## src/rtl/sdfa_result_classifier_pkg.sv

```systemverilog
// Shared constants and FSM state type for the SDFA result classifier.
package sdfa_result_classifier_pkg;

    localparam int NUM_CLASS_DEF = 10;
    localparam int NUM_STEP_DEF  = 8;
    localparam int ACC_W_DEF     = 14;
    localparam int VALUE_W       = 10;
    localparam int ID_W          = 4;

    typedef enum logic [1:0] {
        ST_ACCUM  = 2'd0,
        ST_ARGMAX = 2'd1,
        ST_DONE   = 2'd2
    } state_t;

endpackage

```

## src/rtl/sdfa_result_classifier_sat_acc.sv

```systemverilog
// Saturating adder shared by all class accumulators: acc + zero-extended value,
// clamped to all-ones when the true sum does not fit in ACC_W bits.
module sdfa_sat_acc #(
    parameter int ACC_W = 14,
    parameter int IN_W  = 10
) (
    input  logic [ACC_W-1:0] a,
    input  logic [IN_W-1:0]  b,
    output logic [ACC_W-1:0] sum,
    output logic             sat
);

    logic [ACC_W:0] full;

    assign full = {1'b0, a} + (ACC_W + 1)'(b);
    assign sat  = full[ACC_W];
    assign sum  = sat ? '1 : full[ACC_W-1:0];

endmodule

```

## src/rtl/sdfa_result_classifier.sv

```systemverilog
// Accumulates per-class output values over NUM_STEP timesteps, then scans for
// the winning class (ties go to the lower index) and holds the result until
// the consumer accepts it.
//
// state     | meaning
// ----------+------------------------------------------------------------
// ST_ACCUM  | accepting beats, class index cycles 0..NUM_CLASS-1 per step
// ST_ARGMAX | one class compared per cycle against the running best
// ST_DONE   | result held on class_* until class_ready
module sdfa_result_classifier
    import sdfa_result_classifier_pkg::*;
#(
    parameter int NUM_CLASS = NUM_CLASS_DEF,
    parameter int NUM_STEP  = NUM_STEP_DEF,
    parameter int ACC_W     = ACC_W_DEF
) (
    input  logic               clk,
    input  logic               rst,
    input  logic [VALUE_W-1:0] result_value,
    input  logic               result_spike_valid,
    input  logic               abort,
    output logic               in_ready,
    output logic [ID_W-1:0]    class_id,
    output logic [ACC_W-1:0]   class_score,
    output logic               class_sat,
    output logic               class_valid,
    input  logic               class_ready,
    output logic               drop_err
);

    localparam int STEP_W = (NUM_STEP > 1) ? $clog2(NUM_STEP) : 1;

    state_t            state;
    logic [ACC_W-1:0]  acc [NUM_CLASS];
    logic [ID_W-1:0]   cls_idx;
    logic [STEP_W-1:0] step_idx;
    logic [ID_W-1:0]   best_id;
    logic [ACC_W-1:0]  best_score;
    logic              sat_flag;

    logic [ACC_W-1:0]  cur_acc;
    logic [ACC_W-1:0]  sum;
    logic              sum_sat;
    logic              last_cls;
    logic              last_step;
    logic              better;
    logic              clear;

    // cls_idx selects the accumulator both for adding and for the argmax scan
    assign cur_acc   = acc[cls_idx];
    assign last_cls  = (cls_idx == ID_W'(NUM_CLASS - 1));
    assign last_step = (step_idx == STEP_W'(NUM_STEP - 1));
    assign better    = (cur_acc > best_score);
    assign clear     = abort || ((state == ST_DONE) && class_ready);
    assign drop_err  = result_spike_valid && !abort && (state != ST_ACCUM);

    sdfa_sat_acc #(
        .ACC_W (ACC_W),
        .IN_W  (VALUE_W)
    ) u_sat_acc (
        .a   (cur_acc),
        .b   (result_value),
        .sum (sum),
        .sat (sum_sat)
    );

    // Main FSM: accumulation, argmax scan and result hold, with abort/handshake clearing
    always_ff @(posedge clk or posedge rst) begin
        if (rst) begin
            state       <= ST_ACCUM;
            in_ready    <= 1'b1;
            for (int i = 0; i < NUM_CLASS; i++) acc[i] <= '0;
            cls_idx     <= '0;
            step_idx    <= '0;
            best_id     <= '0;
            best_score  <= '0;
            sat_flag    <= 1'b0;
            class_id    <= '0;
            class_score <= '0;
            class_sat   <= 1'b0;
            class_valid <= 1'b0;
        end else if (clear) begin
            state       <= ST_ACCUM;
            in_ready    <= 1'b1;
            for (int i = 0; i < NUM_CLASS; i++) acc[i] <= '0;
            cls_idx     <= '0;
            step_idx    <= '0;
            best_id     <= '0;
            best_score  <= '0;
            sat_flag    <= 1'b0;
            class_id    <= '0;
            class_score <= '0;
            class_sat   <= 1'b0;
            class_valid <= 1'b0;
        end else begin
            case (state)
                ST_ACCUM: begin
                    if (result_spike_valid) begin
                        acc[cls_idx] <= sum;
                        if (sum_sat) sat_flag <= 1'b1;
                        if (last_cls) begin
                            cls_idx <= '0;
                            if (last_step) begin
                                step_idx <= '0;
                                state    <= ST_ARGMAX;
                                in_ready <= 1'b0;
                            end else begin
                                step_idx <= step_idx + STEP_W'(1);
                            end
                        end else begin
                            cls_idx <= cls_idx + ID_W'(1);
                        end
                    end
                end
                ST_ARGMAX: begin
                    if (better) begin
                        best_score <= cur_acc;
                        best_id    <= cls_idx;
                    end
                    if (last_cls) begin
                        // fold the final comparison straight into the outputs
                        cls_idx     <= '0;
                        state       <= ST_DONE;
                        class_valid <= 1'b1;
                        class_id    <= better ? cls_idx : best_id;
                        class_score <= better ? cur_acc : best_score;
                        class_sat   <= sat_flag;
                    end else begin
                        cls_idx <= cls_idx + ID_W'(1);
                    end
                end
                ST_DONE: begin
                    // hold until class_ready, handled by clear above
                end
                default: begin
                    state    <= ST_ACCUM;
                    in_ready <= 1'b1;
                end
            endcase
        end
    end

endmodule

```

## config.mk

```make
export PLATFORM = sky130hd
export DESIGN_NAME = sdfa_result_classifier
export DESIGN_NICKNAME = d
export VERILOG_FILES = /design/src/rtl/sdfa_result_classifier_pkg.sv /design/src/rtl/sdfa_result_classifier_sat_acc.sv /design/src/rtl/sdfa_result_classifier.sv
export SDC_FILE = /design/constraint.sdc
export NUM_CORES = 1
export LEC_CHECK = 0
export ABC_AREA = 1
export BUFFER_PORTS_ARGS = -buffer_cell sky130_fd_sc_hd__clkbuf_2
export CAP_MARGIN = 15
export CORE_MARGIN = 5
export CORE_UTILIZATION = 25
export CTS_BUF_LIST = sky130_fd_sc_hd__clkbuf_8 sky130_fd_sc_hd__clkbuf_16
export DETAILED_ROUTE_END_ITERATION = 8
export GPL_ROUTABILITY_DRIVEN = 0
export HOLD_SLACK_MARGIN = 0.05
export PLACE_DENSITY = 0.5
export SYNTH_ARGS = -nofsm -noshare
export SYNTH_HDL_FRONTEND = slang
export SYNTH_SLANG_ARGS = --single-unit
```

## constraint.sdc

```tcl
create_clock -name clk -period 12.93 [get_ports clk]
set_input_delay 0 -clock clk [delete_from_list [all_inputs] [get_ports clk]]
set_output_delay 0 -clock clk [all_outputs]
set_load 0.02 [all_outputs]
```

-- Word-level counts from Yosys, hierarchy flattened
Cells that the tools add are included.
- flip-flop bits (word level): 189
- output and inout bits: 22
- word-level logic and storage cells: 112
- $add $sub $neg: 3
- order comparisons: 3
- eq/ne operators: 10
- muxes and demuxes: 52
- bitwise operators: 1
- reductions and logical operators: 22
- operators by type and width (operator ; count):
    $mux 140 ; 3
    $bwmux 140 ; 1
    $mux 14 ; 10
    $bmux 14 s4 ; 1
    $demux 14 s4 ; 1
    $mux 4 ; 9
    $add 14x10->15 ; 1
    $mux 3 ; 5
    $gt 14x14->1 ; 1
    $mux 1 ; 14
    $ne 3x3->1 const B ; 4
    $reduce_bool 2->1 ; 6
    $mux 2 ; 5
    $pmux 4 s2 ; 1
    $pmux 2 s3 ; 1
    $reduce_and 2->1 ; 3
    $reduce_and 3->1 ; 2
    $ge 5x5->1 const B ; 1
    $lt 5x1->1 const B ; 1
    $not 4->5 ; 1
    $reduce_and 5->1 ; 1
    $add 4x1->4 const B ; 1
    $eq 4x4->1 const B ; 1
    $logic_and 1x1->1 ; 4
    other kinds (13) ; 13

-- Longest topological paths before layout
Gate-level depths: netlist of the first run.
- depth after elaboration: 10
- mapped depth: 23

-- Modules after synthesis
Synthesis of the first run repeated with hierarchy kept, for this count alone.
- cell total of the unflattened synthesis: 1386
- area, all modules: 10473.8 µm²
- by module, submodules not included (module ; instances ; cells each ; area an instance (µm²) ; seq. area each (µm²)):
    sdfa_result_classifier ; 1 ; 1227 ; 9625.5 ; 4730.8
    sdfa_sat_acc ; 1 ; 159 ; 848.3 ; 0.0

-- Worst setup path before layout of the first run
No wires, ideal clock.
- path kind: reg-to-reg
- start: register cls_idx[1]
- end: register class_score[0]
- library setup time: 0.118 ns
- arrival: 3.190 ns
- setup slack: 9.622 ns
- cell stages (with the launch flop): 21
- buffers on the path: 4
- clock period less this slack: 3.308 ns
- path through: dfrtp_1 > buf_4 > nand2_1 > clkinv_1 > buf_2 > buf_2 > a22oi_1 > nand2_1 > nand2_1 > nand3_1 > ha_1 > nand2_1 > inv_1 > nand3_1 > nor2_1 > nand4_1 > nand2_1 > clkbuf_1 > o21ai_0 > nand3_1 > nand2_1
- word-level cells in the longest chain between the ends: 9
- elaborated cells on any way between the ends: 12
- classes of those cells: 1 x order compare; 1 x eq/ne; 7 x mux; 1 x bitwise; 2 x reduce/logical
- ends and longest elaborated chain (element ; line ; source):
    start, declared ; sdfa_result_classifier.sv:35 ; logic [ID_W-1:0] cls_idx;
    start signal, assigned ; sdfa_result_classifier.sv:111 ; cls_idx <= cls_idx + ID_W'(1);
    start signal, assigned ; sdfa_result_classifier.sv:129 ; cls_idx <= cls_idx + ID_W'(1);
    $not 4->5 (not written as such) ; sdfa_result_classifier.sv:50 ; assign cur_acc = acc[cls_idx];
    $bmux 14 s4 ; sdfa_result_classifier.sv:50 ;
    $mux 14 (not written as such) (2 in series) ; sdfa_result_classifier.sv:50 ;
    $gt 14x14->1 ; sdfa_result_classifier.sv:53 ; assign better = (cur_acc > best_score);
    $mux 14 ; -- ;
    $mux 14 ; sdfa_result_classifier.sv:120 ; if (last_cls) begin
    $mux 14 ; sdfa_result_classifier.sv:96 ; case (state)
    $mux 14 ; sdfa_result_classifier.sv:82 ; end else if (clear) begin
    end signal, assigned ; sdfa_result_classifier.sv:126 ; class_score <= better ? cur_acc : best_score;
    end, declared ; sdfa_result_classifier.sv:24 ; output logic [ACC_W-1:0] class_score,
Parallel ways exist; a longest one is shown, timed or not. The select of a mux whose other input is x is not followed.
A chain may end at the register's enable or synchronous reset.

-- Worst setup path after layout of the first run
- start: register cls_idx[0]
- end: register class_score[7]
Same word-level chain as after synthesis.

==> results of run 1 <==
[synth_stat cells (3+ instances only)]
cell                         n
sky130_fd_sc_hd__nand2_1   474
sky130_fd_sc_hd__dfrtp_1   188
sky130_fd_sc_hd__inv_1      92
sky130_fd_sc_hd__o21ai_1    69
sky130_fd_sc_hd__nand3_1    64
sky130_fd_sc_hd__o21ai_0    49
sky130_fd_sc_hd__nor2_1     46
sky130_fd_sc_hd__a22oi_1    41
sky130_fd_sc_hd__ha_1       30
sky130_fd_sc_hd__clkbuf_1   23
sky130_fd_sc_hd__a21oi_1    20
sky130_fd_sc_hd__o22ai_1    16
sky130_fd_sc_hd__buf_2      12
sky130_fd_sc_hd__nor2_2     10
sky130_fd_sc_hd__nand3_2     7
sky130_fd_sc_hd__nand4_1     6
sky130_fd_sc_hd__a22o_1      3
sky130_fd_sc_hd__inv_2       3
sky130_fd_sc_hd__o21bai_1    3
sky130_fd_sc_hd__xnor2_1     3
sky130_fd_sc_hd__xor2_1      3
[worst max-delay path, delay by kind of cell (launching register included)]
family                   cells  cell delay (ns)
AO/OA/AOI/OAI                2             0.61
buffers and inverters        2             0.85
AND/OR/NAND/NOR             12             2.62
flip-flops                   1             0.55
adder cells (fa/ha/maj)      1             0.31
[layout by cell type (no fill, tap or decap), drive strengths merged]
cell,instances
buf,8
nor2,58
a22o,3
a211oi,1
fa,1
bufinv,1
nand2,474
a21oi,20
xor2,3
a21boi,1
dfstp,1
or2,2
dfrtp,188
dlygate4sd3,2
a31oi,2
clkinvlp,2
clkinv,3
inv,104
nand3,71
clkbuf,54
nand4,6
o31ai,2
ha,30
a22oi,41
xnor2,3
o211ai,1
a32o,1
o21ai,120
nor3,1
o21bai,3
o22ai,16
[timing repair]
item	in CTS	in global routing
hold endpoints to repair	125	0
endpoints found under the setup margin	0	0
hold buffers	2	0
[per-stage QoR]
stage	instances	hold WS (ns)	util, %	instance area [um^2]	total power, mW
after floorplan	1183	0.0831	-	9410	1.21
after global placement	1700	0.273	27.1	10100	1.46
after detailed placement	1700	0.273	27.1	10100	1.46
after CTS	1734	0.0711	28.7	10700	2.01
after global routing	1734	0.117	28.7	10700	2.12
final	1734	0.0884	28.7	10700	1.99
[flip-flops by register name, summed over array words and instances (netlist names)]
register / flops
class_id: 4
best_score: 14
class_score: 14
step_idx: 3
best_id: 4
state: 2
acc: 140
class_sat: 1
sat_flag: 1
cls_idx: 4
in_ready: 1
class_valid: 1
[power by group]
part           leakage (nW)  internal (mW)  switching (mW)
Combinational          2.41          0.177           0.601
Sequential             2.62          0.641          0.0346
Clock                 0.288          0.279           0.261
[cell type report]
| cell class | count | share of cell area (%) |
|---|---|---|
| sequential | 189 | 44.0 |
| multi-input combinational | 860 | 38.7 |
| clock buffer | 18 | 4.09 |
| inverter | 96 | 3.42 |
| clock inverter | 14 | 1.37 |
| timing repair buffer | 46 | 2.42 |
| tap | 511 | 5.95 |
[cells by family after synthesis]
group	synth area share [%]
simple gates	26.4
compound gates	13.0
flops	50.3
buf+inv	5.55
fa+ha+maj	4.20
xor+xnor	0.559
[routing by layer]
| layer | vias up | global-route usage (%) | wire (um) |
|---|---|---|---|
| li1 | 3919 | - | - |
| met1 | 3971 | 20.6 | 14100 |
| met2 | 219 | 22.4 | 13300 |
| met3 | 30 | 3.14 | 1580 |
| met4 | 0 | 2.90 | 307 |
| met5 | - | 0 | 0 |
[how the worst min path moves through the flow]
stage	cells after the start	slack (ns)	startpoint	end
6_report	4	0.09	result_value[0]	acc[14]
5_1_grt	4	0.12	result_value[0]	acc[14]
4_1_cts	4	0.07	result_value[0]	acc[14]
3_5_place_dp	2	0.27	rst	state[1]
3_3_place_gp	2	0.27	rst	state[1]
2_1_floorplan	1	0.08	abort	drop_err
==> impl_table.tex, run 1 <==
\begin{tabular}{lr}
\hline
Metric & Value \\
\hline
\multicolumn{2}{l}{\textbf{Worst setup path}} \\
Critical R2R Launch & cls\_idx[0] \\
Worst reg2reg path endpoint & class\_score[7] \\
Data required time of the worst path & 13.28 ns \\
Capturing element type of the critical path & flip-flop \\
Worst setup path class & flip-flop to flip-flop \\
Setup slack, reg-to-reg & 7.88 ns \\
Worst setup startpoint & cls\_idx[0] \\
End of the critical path & class\_score[7] \\
Launching element type of the critical path & flip-flop \\
Slowest cell delay on critical path & 0.82 ns \\
Critical path's slowest cell & sky130\_fd\_sc\_hd\_\_nand2\_1 \\
Arrival time at the worst endpoint & 5.40 ns \\
Worst-case reg-to-reg path depth & 17 \\
Cell breakdown of the critical path & nand2\_1 -> clkinv\_1 -> a22oi\_1 -> nand2\_1 -> nand2\_1 -> nand3\_1 -> ha\_1 -> nand2\_1 -> inv\_1 -> nand3\_1 -> nor2\_1 -> nand4\_1 -> nand2\_1 -> nand2\_1 -> nand2\_1 -> nand2\_1 -> o21ai\_0 \\
Cell seen most often among critical-path stages & sky130\_fd\_sc\_hd\_\_nand2\_1 \\
Maximum net fanout on the critical path & 23 \\
\multicolumn{2}{l}{\textbf{Clock tree}} \\
Clock sinks & 189 \\
CTS HTree Levels & 4 \\
Root buffer cell & sky130\_fd\_sc\_hd\_\_clkbuf\_16 \\
Clock tree from TritonCTS & built \\
Maximum clock path buffer count & 2 \\
Post-CTS repair timing setup buffer count & 0 \\
Later-pin clock latency in the skew report & 0.45 ns \\
Reg clk slew, reported paths & 0.08 ns \\
Cts bufs inserted & 17 \\
Resize count post-CTS & 0 \\
\multicolumn{2}{l}{\textbf{Floorplanning}} \\
Initial standard-cell utilization of the core & 25.2\% \\
Height of the chip & 204 um \\
Boundary pin count & 37 \\
Die area & 41,600 um\^{}2 \\
Core Box Area & 37,400 um\^{}2 \\
X dimension of the die & 204 um \\
Number of placement rows & 71 \\
\multicolumn{2}{l}{\textbf{Timing}} \\
Worst clock skew on the final layout & 0.0180 ns \\
Unrepaired setup endpoints after global routing & false \\
Shortest clock period the worst path allows after layout & 5.05 ns \\
Worst-case setup margin in the final layout & 7.88 ns \\
Number of slew-limit violations in the final report & 0 \\
Slew at the pin with the worst max-slew slack & 1.06 ns \\
Hold Violations, Final & 0 \\
Number of setup violations in the final report & 0 \\
Period Utilization, post-route & 39.0\% \\
Max Fclk & 198 MHz \\
Worst slew margin relative to its limit & 29.3\% \\
Setup Total Neg Slack & 0 ns \\
\multicolumn{2}{l}{\textbf{Cells and area}} \\
Area used by sequential logic in the layout & 4730 um\^{}2 \\
Layout cell share with drive strength beyond 1 & 8.59\% \\
Nets & 1,256 \\
Ant diodes & 0 \\
Area used by multi-input combinational logic & 4160 um\^{}2 \\
Area Overhead vs Synth & 14.2\% \\
Filler cell count in the final layout & 4,023 \\
\multicolumn{2}{l}{\textbf{Run}} \\
Number of max-capacitance violations reported & 0 \\
\multicolumn{2}{l}{\textbf{Synth}} \\
Area fraction of the dominant cell type after synthesis & 50.0\% \\
Number of flops mapped to enable cells by yosys & 0 \\
Cell taking the most area after synthesis & sky130\_fd\_sc\_hd\_\_dfrtp\_1 \\
Proportion of synthesized chip area in sequential cells & 50.3\% \\
Post-synth net total & 1,229 \\
Synthesized area per cell & 7.95 um\^{}2 \\
Main synth FF type & sky130\_fd\_sc\_hd\_\_dfrtp\_1 \\
Synth unique cells & 36 \\
Share of async-settable or async-resettable flops after synthesis & 100\% \\
Cell types occupying the most area after synthesis & sky130\_fd\_sc\_hd\_\_dfrtp\_1 (50\%), sky130\_fd\_sc\_hd\_\_nand2\_1 (19\%), sky130\_fd\_sc\_hd\_\_ha\_1 (4.0\%) \\
Number of storage elements in the synthesis netlist & 189 \\
Mapped cell area & 9410 um\^{}2 \\
Instance count of the mapped netlist & 1,183 \\
Yosys warning count & 0 \\
\multicolumn{2}{l}{\textbf{Place}} \\
Post-place setup slack & 7.92 ns \\
DP Wirelength & 20,400 um \\
Count of port buffers added during placement & 36 \\
\multicolumn{2}{l}{\textbf{Drt}} \\
Total routed wirelength & 29,300 um \\
Remaining antenna violation count & 0 \\
Detail-routed via count per cell & 4.69 \\
First-pass iteration count of the detailed router & 6 \\
Number of vias after detailed routing & 8,139 \\
Iteration-0 DRC count of the detailed router & 813 \\
Mean routed wirelength per cell & 16.9 um \\
Number of remaining DRC errors & 0 \\
\multicolumn{2}{l}{\textbf{Global route}} \\
Antenna violations before repair & 0 \\
Vias in the first global route & 7,837 \\
Global-route wire length before repair & 46,900 um \\
GRT Total Usage & 14.3\% \\
Total gr overflow & 0 \\
Largest net degree at the start of global routing & 127 \\
\multicolumn{2}{l}{\textbf{Power and ir drop}} \\
IR Drop Worst-Case VDD & 0.0937 mV \\
Power per Cell Area & 185 nW/um\^{}2 \\
Static leakage & 5.32 nW \\
\multicolumn{2}{l}{\textbf{Run status}} \\
Outcome & finished, final reports clean \\
\multicolumn{2}{l}{\textbf{Worst hold path}} \\
Classification of the worst-slack hold path & primary input to flip-flop \\
\hline
\end{tabular}
No activity file was read; power rests on OpenSTA's default activity.
==> run 2, diff against run 1 <==
--- a/config.mk
+++ b/config.mk
@@ -5,7 +5,7 @@
 export SDC_FILE = /design/constraint.sdc
 export NUM_CORES = 1
 export LEC_CHECK = 0
-export ABC_AREA = 1
+export ABC_AREA = 0
 export BUFFER_PORTS_ARGS = -buffer_cell sky130_fd_sc_hd__clkbuf_2
 export CAP_MARGIN = 15
 export CORE_MARGIN = 5
@@ -14,7 +14,7 @@
 export DETAILED_ROUTE_END_ITERATION = 8
 export GPL_ROUTABILITY_DRIVEN = 0
 export HOLD_SLACK_MARGIN = 0.05
-export PLACE_DENSITY = 0.5
+export PLACE_DENSITY = 0.51
 export SYNTH_ARGS = -nofsm -noshare
 export SYNTH_HDL_FRONTEND = slang
 export SYNTH_SLANG_ARGS = --single-unit
==> constraint.sdc (replaced) <==
create_clock -name clk -period 4.5 [get_ports clk]
set_input_delay 0 -clock clk [delete_from_list [all_inputs] [get_ports clk]]
set_output_delay 0 -clock clk [all_outputs]
set_load 0.02 [all_outputs]
==> run 2 against run 1 <==
Against the previous run: via count decreased by 17%; clock skew shrank 0.0072 ns; sequential cell count unchanged; die area down 1.7%.
==> impl_table.tex, run 2 <==
\begin{tabular}{lr}
\hline
Metric & Value \\
\hline
\multicolumn{2}{l}{\textbf{Timing}} \\
Period Utilization, post-route & 92.2\% \\
Hold Violations, Final & 0 \\
Worst-case setup margin in the final layout & 0.350 ns \\
Setup Total Neg Slack & 0 ns \\
Max Fclk & 241 MHz \\
Number of setup violations in the final report & 0 \\
Worst clock skew on the final layout & 0.0108 ns \\
Unrepaired setup endpoints after global routing & false \\
Shortest clock period the worst path allows after layout & 4.15 ns \\
Number of slew-limit violations in the final report & 0 \\
Worst slew margin relative to its limit & 39.3\% \\
Slew at the pin with the worst max-slew slack & 0.908 ns \\
\multicolumn{2}{l}{\textbf{Synth}} \\
Main synth FF type & sky130\_fd\_sc\_hd\_\_dfrtp\_1 \\
Post-synth net total & 904 \\
Number of flops mapped to enable cells by yosys & 0 \\
Most used standard cells in the synthesized netlist & sky130\_fd\_sc\_hd\_\_dfrtp\_1 (188), sky130\_fd\_sc\_hd\_\_nand2\_1 (130), sky130\_fd\_sc\_hd\_\_o21ai\_0 (128) \\
Cell taking the most area after synthesis & sky130\_fd\_sc\_hd\_\_dfrtp\_1 \\
Proportion of synthesized chip area in sequential cells & 51.2\% \\
Post-synthesis compound-gate area fraction & 18.2\% \\
Synthesized area per cell & 10.8 um\^{}2 \\
Mapped cell area & 9240 um\^{}2 \\
Yosys warning count & 0 \\
Top-count cell post-synth & sky130\_fd\_sc\_hd\_\_dfrtp\_1 \\
Post-Synth XOR/XNOR Area & 0.758\% \\
Mux contribution to synthesized area & 11.9\% \\
Share of async-settable or async-resettable flops after synthesis & 100\% \\
Cell types occupying the most area after synthesis & sky130\_fd\_sc\_hd\_\_dfrtp\_1 (51\%), sky130\_fd\_sc\_hd\_\_o21ai\_0 (6.9\%), sky130\_fd\_sc\_hd\_\_mux4\_2 (6.1\%) \\
Area fraction of the dominant cell type after synthesis & 50.9\% \\
Synth unique cells & 58 \\
Instance count of the mapped netlist & 858 \\
Area share of fa/ha/maj cells after synthesis & 4.28\% \\
Simple-gate portion of the synthesized area & 10.6\% \\
Number of storage elements in the synthesis netlist & 189 \\
Largest family of logic cells by synthesized area & compound AO/OA/AOI/OAI gates \\
\multicolumn{2}{l}{\textbf{Run status}} \\
Outcome & finished, final reports clean \\
\multicolumn{2}{l}{\textbf{Floorplanning}} \\
Number of placement rows & 70 \\
Height of the chip & 202 um \\
Die area & 40,900 um\^{}2 \\
Core Box Area & 36,500 um\^{}2 \\
X dimension of the die & 202 um \\
Initial standard-cell utilization of the core & 25.3\% \\
Boundary pin count & 37 \\
\multicolumn{2}{l}{\textbf{Global route}} \\
Antenna violations before repair & 0 \\
Largest net degree at the start of global routing & 128 \\
GRT Total Usage & 12.0\% \\
Global-route wire length before repair & 39,700 um \\
Vias in the first global route & 6,834 \\
Total gr overflow & 0 \\
\multicolumn{2}{l}{\textbf{Cells and area}} \\
Largest Register & acc \\
Ant diodes & 0 \\
Most common cell after layout, fill and taps aside & sky130\_fd\_sc\_hd\_\_dfrtp\_1 \\
Nets & 953 \\
Commonest non-fill, non-tap cells in the layout & sky130\_fd\_sc\_hd\_\_dfrtp\_1 (186), sky130\_fd\_sc\_hd\_\_nand2\_1 (130), sky130\_fd\_sc\_hd\_\_o21ai\_0 (127), sky130\_fd\_sc\_hd\_\_a22o\_1 (51), sky130\_fd\_sc\_hd\_\_mux2i\_1 (49) \\
Layout cell share with drive strength beyond 1 & 16.5\% \\
Area of all placed cells without fillers & 10,700 um\^{}2 \\
Area Overhead vs Synth & 16.0\% \\
Max reg flops & 140 \\
Largest registers ranked by flip-flop count & acc: 140 flops, best\_score: 14 flops, class\_score: 14 flops \\
Post-route insts no fill & 1,387 \\
Final cell utilization of the core & 29.4\% \\
\multicolumn{2}{l}{\textbf{Drt}} \\
Iteration-0 DRC count of the detailed router & 400 \\
Number of vias after detailed routing & 6,740 \\
Total routed wirelength & 24,100 um \\
Met3 layer wire length in the routed design & 861 um \\
First-pass iteration count of the detailed router & 7 \\
Routed wire length on met2 & 11,100 um \\
Wire length on met1 & 11,900 um \\
Number of remaining DRC errors & 0 \\
Mean routed wirelength per cell & 17.4 um \\
Detail-routed via count per cell & 4.86 \\
Highest routed metal layer & met4 \\
Remaining antenna violation count & 0 \\
\multicolumn{2}{l}{\textbf{Power and ir drop}} \\
Combinational fraction of design power & 39.7\% \\
Internal portion of total power & 3.36 mW \\
Clock share of power & 26.6\% \\
IR Drop Worst-Case VDD & 0.265 mV \\
Relative contribution of sequential cells to total power & 33.8\% \\
Static leakage & 4.79 nW \\
Power per Cell Area & 509 nW/um\^{}2 \\
Switching fraction of total power & 38.4\% \\
Net switching power & 2.10 mW \\
\multicolumn{2}{l}{\textbf{Place}} \\
Post-place setup slack & 0.191 ns \\
Count of port buffers added during placement & 36 \\
Placed Instances & 1,354 \\
DP Area & 10,100 um\^{}2 \\
DP Wirelength & 17,100 um \\
\multicolumn{2}{l}{\textbf{Clock tree}} \\
Post-CTS repair timing setup buffer count & 0 \\
Maximum clock path buffer count & 2 \\
Clock tree from TritonCTS & built \\
Root buffer cell & sky130\_fd\_sc\_hd\_\_clkbuf\_16 \\
CTS HTree Levels & 4 \\
Later-pin clock latency in the skew report & 0.43 ns \\
Cts bufs inserted & 17 \\
Reg clk slew, reported paths & 0.07 ns \\
Clock sinks & 189 \\
\multicolumn{2}{l}{\textbf{Worst setup path}} \\
Capturing element type of the critical path & flip-flop \\
Arrival time at the worst endpoint & 4.47 ns \\
Worst-case reg-to-reg path depth & 13 \\
Maximum net fanout on the critical path & 10 \\
Launching element type of the critical path & flip-flop \\
Data required time of the worst path & 4.82 ns \\
Worst setup path class & flip-flop to flip-flop \\
\multicolumn{2}{l}{\textbf{Worst hold path}} \\
Worst Hold Depth & 4 \\
Classification of the worst-slack hold path & primary input to flip-flop \\
\multicolumn{2}{l}{\textbf{Run}} \\
Number of max-capacitance violations reported & 0 \\
\hline
\end{tabular}
run 2: cell count changes after synthesis, sizes merged, moves of 15 or more:
cell,change
a22o,+48
a22oi,-28
inv,-70
mux2i,+49
mux4,+26
nand2,-344
nand3,-56
o21ai,+15
run 2: path summary, 6_finish.rpt:
kind | from | to | slack, ns
worst min-delay path | abort | step_idx[1] | 0.1
max in group asynchronous | rst | step_idx[2] | 3.53
worst max-delay path | cls_idx[2] | acc[67] | 0.35
worst max register to register | cls_idx[2] | acc[67] | 0.35
worst min register to register | acc[69] | acc[69] | 0.48
min in group asynchronous | rst | acc[58] | 0.29
run 2: power by group through the flow:
| stage | logic (mW) | registers, mW | clock network (mW) |
|---|---|---|---|
| 2_1_floorplan | 1.55 | 1.85 | 0 |
| 3_3_place_gp | 2.17 | 1.87 | 0 |
| 3_5_place_dp | 2.18 | 1.87 | 0 |
| 4_1_cts | 2.18 | 1.84 | 1.48 |
| 5_1_grt | 2.37 | 1.85 | 1.56 |
| 6_report | 2.16 | 1.84 | 1.45 |
run 2: layout make-up:
| class | count | area [um^2] |
|---|---|---|
| clock buffers | 17 | 425 |
| clock inverters | 14 | 123 |
| fillers | 3738 | 25800 |
| inverters | 26 | 101 |
| multi-input cells | 602 | 4270 |
| flip-flops and latches | 189 | 4730 |
| well taps | 468 | 586 |
| repair buffers | 71 | 485 |
run 2: worst max-delay path, cell delays in order (launching register included):
cell and delay [ns]:
sky130_fd_sc_hd__dfrtp_1 0.52, sky130_fd_sc_hd__clkinv_1 0.38, sky130_fd_sc_hd__buf_4 0.31, sky130_fd_sc_hd__mux2i_1 0.14, sky130_fd_sc_hd__o21ai_0 0.54, sky130_fd_sc_hd__ha_1 0.41
sky130_fd_sc_hd__a21o_1 0.20, sky130_fd_sc_hd__a211o_1 0.31, sky130_fd_sc_hd__a21o_1 0.16, sky130_fd_sc_hd__o21ai_0 0.35, sky130_fd_sc_hd__xor2_1 0.21, sky130_fd_sc_hd__o21ai_2 0.07
sky130_fd_sc_hd__buf_4 0.19, sky130_fd_sc_hd__a22o_1 0.22
run 2: cell families after synthesis:
family,Yosys count
AO/OA/AOI/OAI,262
AND/OR/NAND/NOR,224
flip-flops,189
multiplexers,77
buffers and inverters,67
adder cells (fa/ha/maj),31
XOR/XNOR,8
run 2: layer usage:
layer / up-vias / global-route usage, %
li1: 3208 / -
met1: 3407 / 17.1
met2: 106 / 19.0
met3: 19 / 2.23
met4: 0 / 2.64
met5: - / 0
run 2: timing repair:
item                                    CTS  global route
hold buffers                              2             0
endpoints found under the setup margin    0            43
resized for setup                         0             4
endpoints found under the hold margin   189             0
run 2: stage by stage:
stage          hold WS (ns)  power [mW]
6_report             0.0967        5.46
5_1_grt               0.133        5.77
4_1_cts               0.106        5.50
3_5_place_dp          0.287        4.05
3_3_place_gp          0.290        4.05
2_1_floorplan        0.0817        3.40
==> run 3, diff against run 2 <==
--- a/config.mk
+++ b/config.mk
@@ -9,12 +9,12 @@
 export BUFFER_PORTS_ARGS = -buffer_cell sky130_fd_sc_hd__clkbuf_2
 export CAP_MARGIN = 15
 export CORE_MARGIN = 5
-export CORE_UTILIZATION = 25
+export CORE_UTILIZATION = 29
 export CTS_BUF_LIST = sky130_fd_sc_hd__clkbuf_8 sky130_fd_sc_hd__clkbuf_16
 export DETAILED_ROUTE_END_ITERATION = 8
 export GPL_ROUTABILITY_DRIVEN = 0
 export HOLD_SLACK_MARGIN = 0.05
-export PLACE_DENSITY = 0.51
+export PLACE_DENSITY = 0.56
 export SYNTH_ARGS = -nofsm -noshare
 export SYNTH_HDL_FRONTEND = slang
 export SYNTH_SLANG_ARGS = --single-unit
==> run 3 against run 2 <==
Against the previous run: fmax fell by 0.35%; cell count decreased by 5.5%; routed wire length increased by 2.5%; highest routed layer unchanged; worst hold slack worse by 0.019 ns; largest cell class unchanged; global-route usage is 2.3 points higher; die area is 13% lower; core utilization is 4.4 points higher; clock skew shrank 0.0013 ns.
==> impl_table.tex, run 3 (synthesis gave the netlist of run 2 again) <==
\begin{tabular}{lr}
\hline
Metric & Value \\
\hline
\multicolumn{2}{l}{\textbf{Worst setup path}} \\
Slowest cell delay on critical path & 0.52 ns \\
Critical R2R Launch & cls\_idx[0] \\
Capturing element type of the critical path & flip-flop \\
Launching element type of the critical path & flip-flop \\
Maximum net fanout on the critical path & 22 \\
Critical path's slowest cell & sky130\_fd\_sc\_hd\_\_mux4\_2 \\
Worst setup startpoint & cls\_idx[0] \\
Data required time of the worst path & 4.82 ns \\
Worst reg2reg path endpoint & acc[110] \\
Setup slack, reg-to-reg & 0.34 ns \\
Worst setup path class & flip-flop to flip-flop \\
Cell breakdown of the critical path & buf\_12 -> mux4\_2 -> mux2i\_1 -> o21ai\_0 -> ha\_1 -> fa\_1 -> a21o\_1 -> a221oi\_1 -> buf\_4 -> o221ai\_1 -> and2\_1 -> nand2\_1 -> mux2\_2 -> a22o\_1 \\
Arrival time at the worst endpoint & 4.49 ns \\
Worst-case reg-to-reg path depth & 14 \\
\multicolumn{2}{l}{\textbf{Global route}} \\
GRT Total Usage & 14.3\% \\
Met3 layer usage reported by global route & 2.26\% \\
Global-route wire length before repair & 40,300 um \\
Antenna violations before repair & 0 \\
Met2 usage & 22.7\% \\
Largest net degree at the start of global routing & 107 \\
Vias in the first global route & 6,896 \\
Met1 global-route usage & 20.3\% \\
Layer with the highest usage & met2 \\
Total gr overflow & 0 \\
\multicolumn{2}{l}{\textbf{Timing}} \\
Slew at the pin with the worst max-slew slack & 1.08 ns \\
Setup Total Neg Slack & 0 ns \\
Unrepaired setup endpoints after global routing & true \\
Hold Violations, Final & 0 \\
Worst slew margin relative to its limit & 27.7\% \\
Worst clock skew on the final layout & 0.00949 ns \\
Number of setup violations in the final report & 0 \\
Max Fclk & 240 MHz \\
Worst-case setup margin in the final layout & 0.336 ns \\
Period Utilization, post-route & 92.5\% \\
Shortest clock period the worst path allows after layout & 4.16 ns \\
Number of slew-limit violations in the final report & 0 \\
\multicolumn{2}{l}{\textbf{Floorplanning}} \\
X dimension of the die & 189 um \\
Number of placement rows & 65 \\
Boundary pin count & 37 \\
Die area & 35,500 um\^{}2 \\
Core Box Area & 31,500 um\^{}2 \\
Height of the chip & 189 um \\
Initial standard-cell utilization of the core & 29.4\% \\
\multicolumn{2}{l}{\textbf{Run status}} \\
Outcome & finished, final reports clean \\
\multicolumn{2}{l}{\textbf{Cells and area}} \\
Ant diodes & 0 \\
Final cell utilization of the core & 33.7\% \\
Largest registers ranked by flip-flop count & acc: 140 flops, best\_score: 14 flops, class\_score: 14 flops \\
Filler cell count in the final layout & 3,146 \\
Commonest non-fill, non-tap cells in the layout & sky130\_fd\_sc\_hd\_\_dfrtp\_1 (186), sky130\_fd\_sc\_hd\_\_nand2\_1 (130), sky130\_fd\_sc\_hd\_\_o21ai\_0 (127), sky130\_fd\_sc\_hd\_\_a22o\_1 (51), sky130\_fd\_sc\_hd\_\_mux2i\_1 (49) \\
Layout cell share with drive strength beyond 1 & 16.0\% \\
Area Overhead vs Synth & 14.8\% \\
Max reg flops & 140 \\
Largest Register & acc \\
Nets & 946 \\
Most common cell after layout, fill and taps aside & sky130\_fd\_sc\_hd\_\_dfrtp\_1 \\
\multicolumn{2}{l}{\textbf{Worst hold path}} \\
Worst Hold Depth & 4 \\
Classification of the worst-slack hold path & primary input to flip-flop \\
Endpoint, Worst Hold & acc[112] \\
Hold Startpoint & result\_value[0] \\
\multicolumn{2}{l}{\textbf{Clock tree}} \\
Later-pin clock latency in the skew report & 0.44 ns \\
Clock sinks & 189 \\
Reg clk slew, reported paths & 0.07 ns \\
Post-CTS repair timing setup buffer count & 0 \\
Clock tree from TritonCTS & built \\
Root buffer cell & sky130\_fd\_sc\_hd\_\_clkbuf\_16 \\
Cts bufs inserted & 17 \\
CTS HTree Levels & 4 \\
Maximum clock path buffer count & 2 \\
\multicolumn{2}{l}{\textbf{Power and ir drop}} \\
Static leakage & 4.75 nW \\
IR Drop Worst-Case VDD & 0.475 mV \\
Power per Cell Area & 519 nW/um\^{}2 \\
\multicolumn{2}{l}{\textbf{Drt}} \\
Detail-routed via count per cell & 5.21 \\
Number of remaining DRC errors & 0 \\
Remaining antenna violation count & 0 \\
Number of vias after detailed routing & 6,836 \\
Mean routed wirelength per cell & 18.8 um \\
First-pass iteration count of the detailed router & 4 \\
Iteration-0 DRC count of the detailed router & 449 \\
Total routed wirelength & 24,700 um \\
\multicolumn{2}{l}{\textbf{Place}} \\
DP Wirelength & 16,600 um \\
Count of port buffers added during placement & 36 \\
Post-place setup slack & 0.326 ns \\
\multicolumn{2}{l}{\textbf{Run}} \\
Number of max-capacitance violations reported & 0 \\
\hline
\end{tabular}
-- run 3: worst max path at each step --
stage,end,cells past startpoint
after floorplan,acc[82],14
after global placement,class_score[12],13
after detailed placement,class_score[12],13
after CTS,acc[44],13
after global routing,acc[18],13
final,acc[110],14
-- run 3: power by group --
part / internal, mW / total, mW / switching (mW)
Combinational: 0.835 / 2.18 / 1.35
Clock: 0.824 / 1.49 / 0.663
Sequential: 1.78 / 1.84 / 0.0595
Total: 3.44 / 5.51 / 2.07
-- run 3: what timing repair did --
item,4_1_cts,5_1_grt
hold buffers,4,0
gates resized for setup,0,1
setup endpoints to repair,0,23
hold endpoints to repair,113,0
-- run 3: layout make-up --
class | instances | area, um^2 | area share, %
Multi-Input combinational cell | 602 | 4270 | 40.2
Timing Repair Buffer | 64 | 450 | 4.24
Clock inverter | 10 | 119 | 1.12
Inverter | 26 | 101 | 0.955
Sequential cell | 189 | 4730 | 44.6
Clock buffer | 18 | 439 | 4.14
Tap cell | 402 | 503 | 4.74
-- run 3: layer usage --
layer / wire, um / up-vias / part of all wire, %
met1: 11800 / 3460 / 48
met3: 984 / 33 / 4.0
met4: 497 / 0 / 2.0
met5: 0 / - / 0
li1: - / 3191 / -
met2: 11500 / 152 / 46
-- run 3: critical path: cells and delay by family, from the launching register on --
family | cells | cell delay [ns]
simple gates | 2 | 0.30
buf+inv | 2 | 0.41
mux | 3 | 1.09
fa+ha+maj | 2 | 0.68
flops | 1 | 0.46
compound gates | 5 | 1.07
-- run 3: metrics by stage --
step	std cells	total power, mW	hold slack (ns)	cell area (um^2)
5_1_grt	1311	5.83	0.106	10600
3_3_place_gp	1279	4.05	-0.0669	10000
4_1_cts	1311	5.55	0.0738	10600
3_5_place_dp	1279	4.05	-0.0666	10000
6_report	1311	5.51	0.0776	10600
2_1_floorplan	858	3.40	0.0817	9250
